===== src/rtl/lc3b_types.sv =====
// Shared LC-3b memory-hierarchy types: pmem line and the L2 arbiter state/owner encodings.
package lc3b_types;

    localparam int PMEM_ADDR_WIDTH = 16;
    localparam int PMEM_LINE_WIDTH = 128;

    typedef logic [127:0] lc3b_pmem_line;

    typedef enum logic [1:0] {
        IDLE    = 2'd0,
        GRANT_I = 2'd1,
        GRANT_D = 2'd2
    } l2_arb_state_t;

    typedef enum logic {
        OWNER_I = 1'b0,
        OWNER_D = 1'b1
    } l2_arb_owner_t;

endpackage


===== src/rtl/l2_arbiter.sv =====
// Arbitrates the L1 I-cache and D-cache pmem sides onto the single L2 port, one owner at a time.
// Build option L2_ARB_RR_EN: round-robin on ties; otherwise the D-cache always wins a tie.
module l2_arbiter
    import lc3b_types::*;
#(
    parameter int ADDR_WIDTH = 16,
    parameter int LINE_WIDTH = 128
) (
    input  logic                  clk,
    input  logic                  reset_n,
    input  logic                  i_pmem_read,
    input  logic [ADDR_WIDTH-1:0] i_pmem_address,
    output logic [LINE_WIDTH-1:0] i_pmem_rdata,
    output logic                  i_pmem_resp,
    input  logic                  d_pmem_read,
    input  logic                  d_pmem_write,
    input  logic [ADDR_WIDTH-1:0] d_pmem_address,
    input  logic [LINE_WIDTH-1:0] d_pmem_wdata,
    output logic [LINE_WIDTH-1:0] d_pmem_rdata,
    output logic                  d_pmem_resp,
    output logic                  l2_read,
    output logic                  l2_write,
    output logic [ADDR_WIDTH-1:0] l2_address,
    output logic [LINE_WIDTH-1:0] l2_wdata,
    input  logic [LINE_WIDTH-1:0] l2_rdata,
    input  logic                  l2_resp
);

    l2_arb_state_t r_state;
    l2_arb_state_t w_state_nxt;
    l2_arb_owner_t r_last;
    l2_arb_owner_t w_last_nxt;
    logic          w_i_req;
    logic          w_d_req;

    assign w_i_req      = i_pmem_read;
    assign w_d_req      = d_pmem_read | d_pmem_write;
    assign l2_wdata     = d_pmem_wdata;
    assign i_pmem_rdata = l2_rdata;
    assign d_pmem_rdata = l2_rdata;

    // State and last-served registers; reset drops any L2 request immediately via r_state.
    always_ff @(posedge clk or negedge reset_n) begin
        if (!reset_n) begin
            r_state <= IDLE;
            r_last  <= OWNER_I;
        end else begin
            r_state <= w_state_nxt;
            r_last  <= w_last_nxt;
        end
    end

    // Grant select, request forwarding to L2 and response routing to the owner.
    always_comb begin
        w_state_nxt = r_state;
        w_last_nxt  = r_last;
        l2_read     = 1'b0;
        l2_write    = 1'b0;
        l2_address  = {ADDR_WIDTH{1'b0}};
        i_pmem_resp = 1'b0;
        d_pmem_resp = 1'b0;
        case (r_state)
            IDLE: begin
                if (w_i_req && w_d_req) begin
`ifdef L2_ARB_RR_EN
                    w_state_nxt = (r_last == OWNER_I) ? GRANT_D : GRANT_I;
`else
                    w_state_nxt = GRANT_D;
`endif
                end else if (w_d_req) begin
                    w_state_nxt = GRANT_D;
                end else if (w_i_req) begin
                    w_state_nxt = GRANT_I;
                end else begin
                    w_state_nxt = IDLE;
                end
            end
            GRANT_I: begin
                l2_read     = i_pmem_read;
                l2_address  = i_pmem_address;
                i_pmem_resp = l2_resp;
                if (l2_resp) begin
                    w_state_nxt = IDLE;
                    w_last_nxt  = OWNER_I;
                end else if (!w_i_req) begin
                    w_state_nxt = IDLE;
                end else begin
                    w_state_nxt = GRANT_I;
                end
            end
            GRANT_D: begin
                // A writeback always beats a simultaneous refill from the same cache.
                l2_read     = d_pmem_read & ~d_pmem_write;
                l2_write    = d_pmem_write;
                l2_address  = d_pmem_address;
                d_pmem_resp = l2_resp;
                if (l2_resp) begin
                    w_state_nxt = IDLE;
                    w_last_nxt  = OWNER_D;
                end else if (!w_d_req) begin
                    w_state_nxt = IDLE;
                end else begin
                    w_state_nxt = GRANT_D;
                end
            end
            default: begin
                w_state_nxt = IDLE;
            end
        endcase
    end

endmodule

===== config.mk =====
export PLATFORM = sky130hd
export DESIGN_NAME = l2_arbiter
export DESIGN_NICKNAME = d
export VERILOG_FILES = /design/src/rtl/lc3b_types.sv /design/src/rtl/l2_arbiter.sv
export SDC_FILE = /design/constraint.sdc
export NUM_CORES = 1
export LEC_CHECK = 0
export BUFFER_PORTS_ARGS = -buffer_cell sky130_fd_sc_hd__clkbuf_2
export CORE_AREA = 2 2 268 270
export DETAILED_ROUTE_END_ITERATION = 12
export DIE_AREA = 0 0 270 272
export GPL_ROUTABILITY_DRIVEN = 0
export PLACE_DENSITY = 0.3
export SYNTH_ARGS = -nofsm -noshare
export SYNTH_HDL_FRONTEND = slang
export SYNTH_SLANG_ARGS = --single-unit

===== constraint.sdc =====
create_clock -name clk -period 1.5 [get_ports clk]
set_input_delay 0.15 -clock clk [delete_from_list [all_inputs] [get_ports clk]]
set_output_delay 0.15 -clock clk [all_outputs]
set_load 0.1 [all_outputs]

==> impl_metrics.csv <==
group,metric,value,unit
hold_path,hold_depth,3,
timing,rsz0062_at_grt,"yes",
setup_path,path_class,"flop to output port",
grt,grt_usage,3.44,%
timing,fin_crit,1.68,ns
placed_design,hpwlAfterDp,12500,um
synthesis,synthMuxAreaShare,0,%
grt,overflow,0,
floorplan,start_util,4.71,%
grt,first_global_vias,1491,
cells_and_area,area_delta_synth_final,-19.4,%
timing,hold_viol,0,
synthesis,synth-simple-area-share,4.88,%
setup_path,cp_max_fo,9,
cells_and_area,drive_gt1_share,90.6,%
run,drv_cap,0,
power_and_ir_drop,total_power,2.43,mW
cells_and_area,post-route-util,3.80,%
synthesis,synth_nets,741,
synthesis,synth_area_per_cell,7.52,um^2
detailed_routing,drc_errors,0,
synthesis,ys_seq_area_share,1.50,%
cells_and_area,max_flop_register,"r_state",
timing,setup_viol,20,
synthesis,synth_compound_area_share,4.32,%
setup_path,timing.rr.end,"r_state[1]",
cells_and_area,final_nets,427,
detailed_routing,drt_wl_total,14000,um
timing,fin_ws,-0.177,ns
clock_tree,cts_root_buf,"clkbuf_16",
cells_and_area,final_common_cell,"clkbuf_2",
grt,grt_pass1_wl,16300,um
setup_path,timing.rr.start,"r_state[0]",
setup_path,reg2regPathDepth,5,
clock_tree,insertion_delay,0.22,ns
synthesis,synth-xor-area-share,0,%
floorplan,fp.dieW,270,um
clock_tree,clockBufferDepth,2,
floorplan,floorplan.die_area,73400,um^2
setup_path,crit_required,1.35,ns
power_and_ir_drop,p_leak,0.672,nW
floorplan,die_h,272,um
clock_tree,clock_sink_count,2,
power_and_ir_drop,power_density,905,nW/um^2
clock_tree,clkSlewWorstSetupHoldPaths,0.03,ns
synthesis,synth.cell_area,3330,um^2
floorplan,io_pins,698,
detailed_routing,viasPerCell,1.18,
cells_and_area,top_regs,"r_state x2",
synthesis,ys_ff_latch,2,
detailed_routing,ant_nets,0,
placed_design,port_buffers,57,
cells_and_area,mostFrequentLayoutCells,"clkbuf_2, buf_12, a22oi_2, nor2b_4",
detailed_routing,first_pass_iters,2,
grt,antenna_found_initial,1,
timing,worst_slew_pin_slew,0.284,ns
hold_path,hp-class,"input port to flop",
floorplan,rows,98,
cells_and_area,postLayoutCellArea,2690,um^2
hold_path,worstHoldStart,"i_pmem_read",
synthesis,synth_adder_area_share,1.50,%
detailed_routing,routedWlPerCell,13.0,um
synthesis,yosysWarnings,0,
setup_path,ff2ff_setup_slack,0.19,ns
setup_path,cp.arrival,1.53,ns
placed_design,place_ws,-0.0879,ns
cells_and_area,fill_cells,8438,
timing,slew_headroom,80.9,%
clock_tree,cts_buffers,3,
power_and_ir_drop,peakVddDrop,0.000352,V
timing,period_share,112,%
run_status,violations,"setup timing",
timing,finalSetupTns,-2.59,ns
floorplan,core_area,70800,um^2
synthesis,synth_cells,443,
setup_path,crit_path_end_kind,"output port",
detailed_routing,vias,1273,
grt,grt_start_max_net_pins,18,
hold_path,holdPathEnd,"r_state[0]",
clock_tree,cts_tree,"yes",
timing,timing.fmax,596,MHz
synthesis,ys_types,18,
synthesis,synth_top_family_by_area,"buffers and inverters",
placed_design,post_dp_cell_area,2410,um^2
setup_path,critPathLaunchType,"flop",
timing,slew_violations,0,
timing,finClkSkew,0.000286,ns
cells_and_area,largest_reg_flops,2,
clock_tree,htreeDepth,1,
detailed_routing,drtIter0Drc,25,
run_status,status,"finished with violations",
## power breakdown
| group | total (mW) | switching, mW | internal, mW |
|---|---|---|---|
| logic | 1.96 | 1.10 | 0.853 |
| clock network | 0.398 | 0.0593 | 0.339 |
| registers | 0.0774 | 0.0130 | 0.0644 |
| total | 2.43 | 1.17 | 1.26 |
## layer usage
layer	vias up	global-route usage, %	share of wire (%)
met4	0	3.70	11
met3	147	4.57	29
met1	443	1.22	13
met5	-	0	0
met2	338	5.63	47
li1	345	-	-
## cell type report
| type | count | area, um^2 | share of cell area (%) |
|---|---|---|---|
| clock buffer | 3 | 75.1 | 2.80 |
| sequential | 2 | 50.0 | 1.86 |
| inverter | 3 | 11.3 | 0.419 |
| multi-input combinational | 49 | 612 | 22.8 |
| antenna | 1 | 2.50 | 0.0932 |
| tap | 950 | 1190 | 44.3 |
| timing repair buffer | 70 | 746 | 27.8 |
## cell usage after synthesis
library cell	count	area share (%)
inv_1	3	0.34
clkbuf_1	1	0.11
buf_4	387	87
a22oi_1	16	3.6
a21boi_1	1	0.23
and2_2	1	0.23
buf_2	1	0.15
nand3b_1	1	0.23
dfrtp_1	2	1.5
nand2_1	1	0.11
nand2b_1	3	0.56
nor2b_1	16	3.0
and2_1	2	0.38
a211oi_1	1	0.23
or3b_1	1	0.26
a21oi_2	1	0.26
ha_1	4	1.5
nor2_1	1	0.11
## metrics by stage
stage          cells  hold WS, ns
4_1_cts         1076        0.201
5_1_grt         1078        0.239
6_report        1078        0.199
2_1_floorplan    443       -0.146
3_3_place_gp    1070      -0.0517
3_5_place_dp    1070      -0.0547
## what timing repair did
| action | in CTS | in global routing |
|---|---|---|
| hold buffers | 1 | 0 |
| cloned | 2 | 1 |
| hold endpoints to repair | 2 | 0 |
| setup endpoints to repair | 20 | 20 |
| pin swaps | 7 | 2 |
| setup buffers | 3 | 0 |
| resized for setup | 34 | 0 |
## how the worst max path moves through the flow
| stage | slack, ns | start | cells past startpoint | end |
|---|---|---|---|---|
| 4_1_cts | -0.20 | r_state[1] | 5 | l2_read |
| 3_5_place_dp | -0.09 | r_state[0] | 6 | l2_address[15] |
| 2_1_floorplan | -0.18 | r_state[0] | 4 | l2_address[10] |
| 5_1_grt | -0.25 | r_state[0] | 6 | l2_read |
| 6_report | -0.18 | r_state[0] | 6 | l2_read |
| 3_3_place_gp | -0.08 | r_state[0] | 6 | l2_address[15] |
## kinds of logic (layout without fill, tap and decap cells)
family | Yosys count | in the layout
adders and majority gates | 4 | 4
DFF | 2 | 2
and+or+nand+nor | 26 | 26
AOI/OAI and AO/OA | 19 | 19
other | 0 | 1
buffers and inverters | 392 | 76
## critical path, cell delays in order (launching register included)
cell and delay, ns:
dfrtp_1 0.39, inv_2 0.11, ha_4 0.17, buf_8 0.14, nand3b_1 0.12, a21boi_4 0.17
buf_12 0.19
Power figures use the tool's default switching activity.
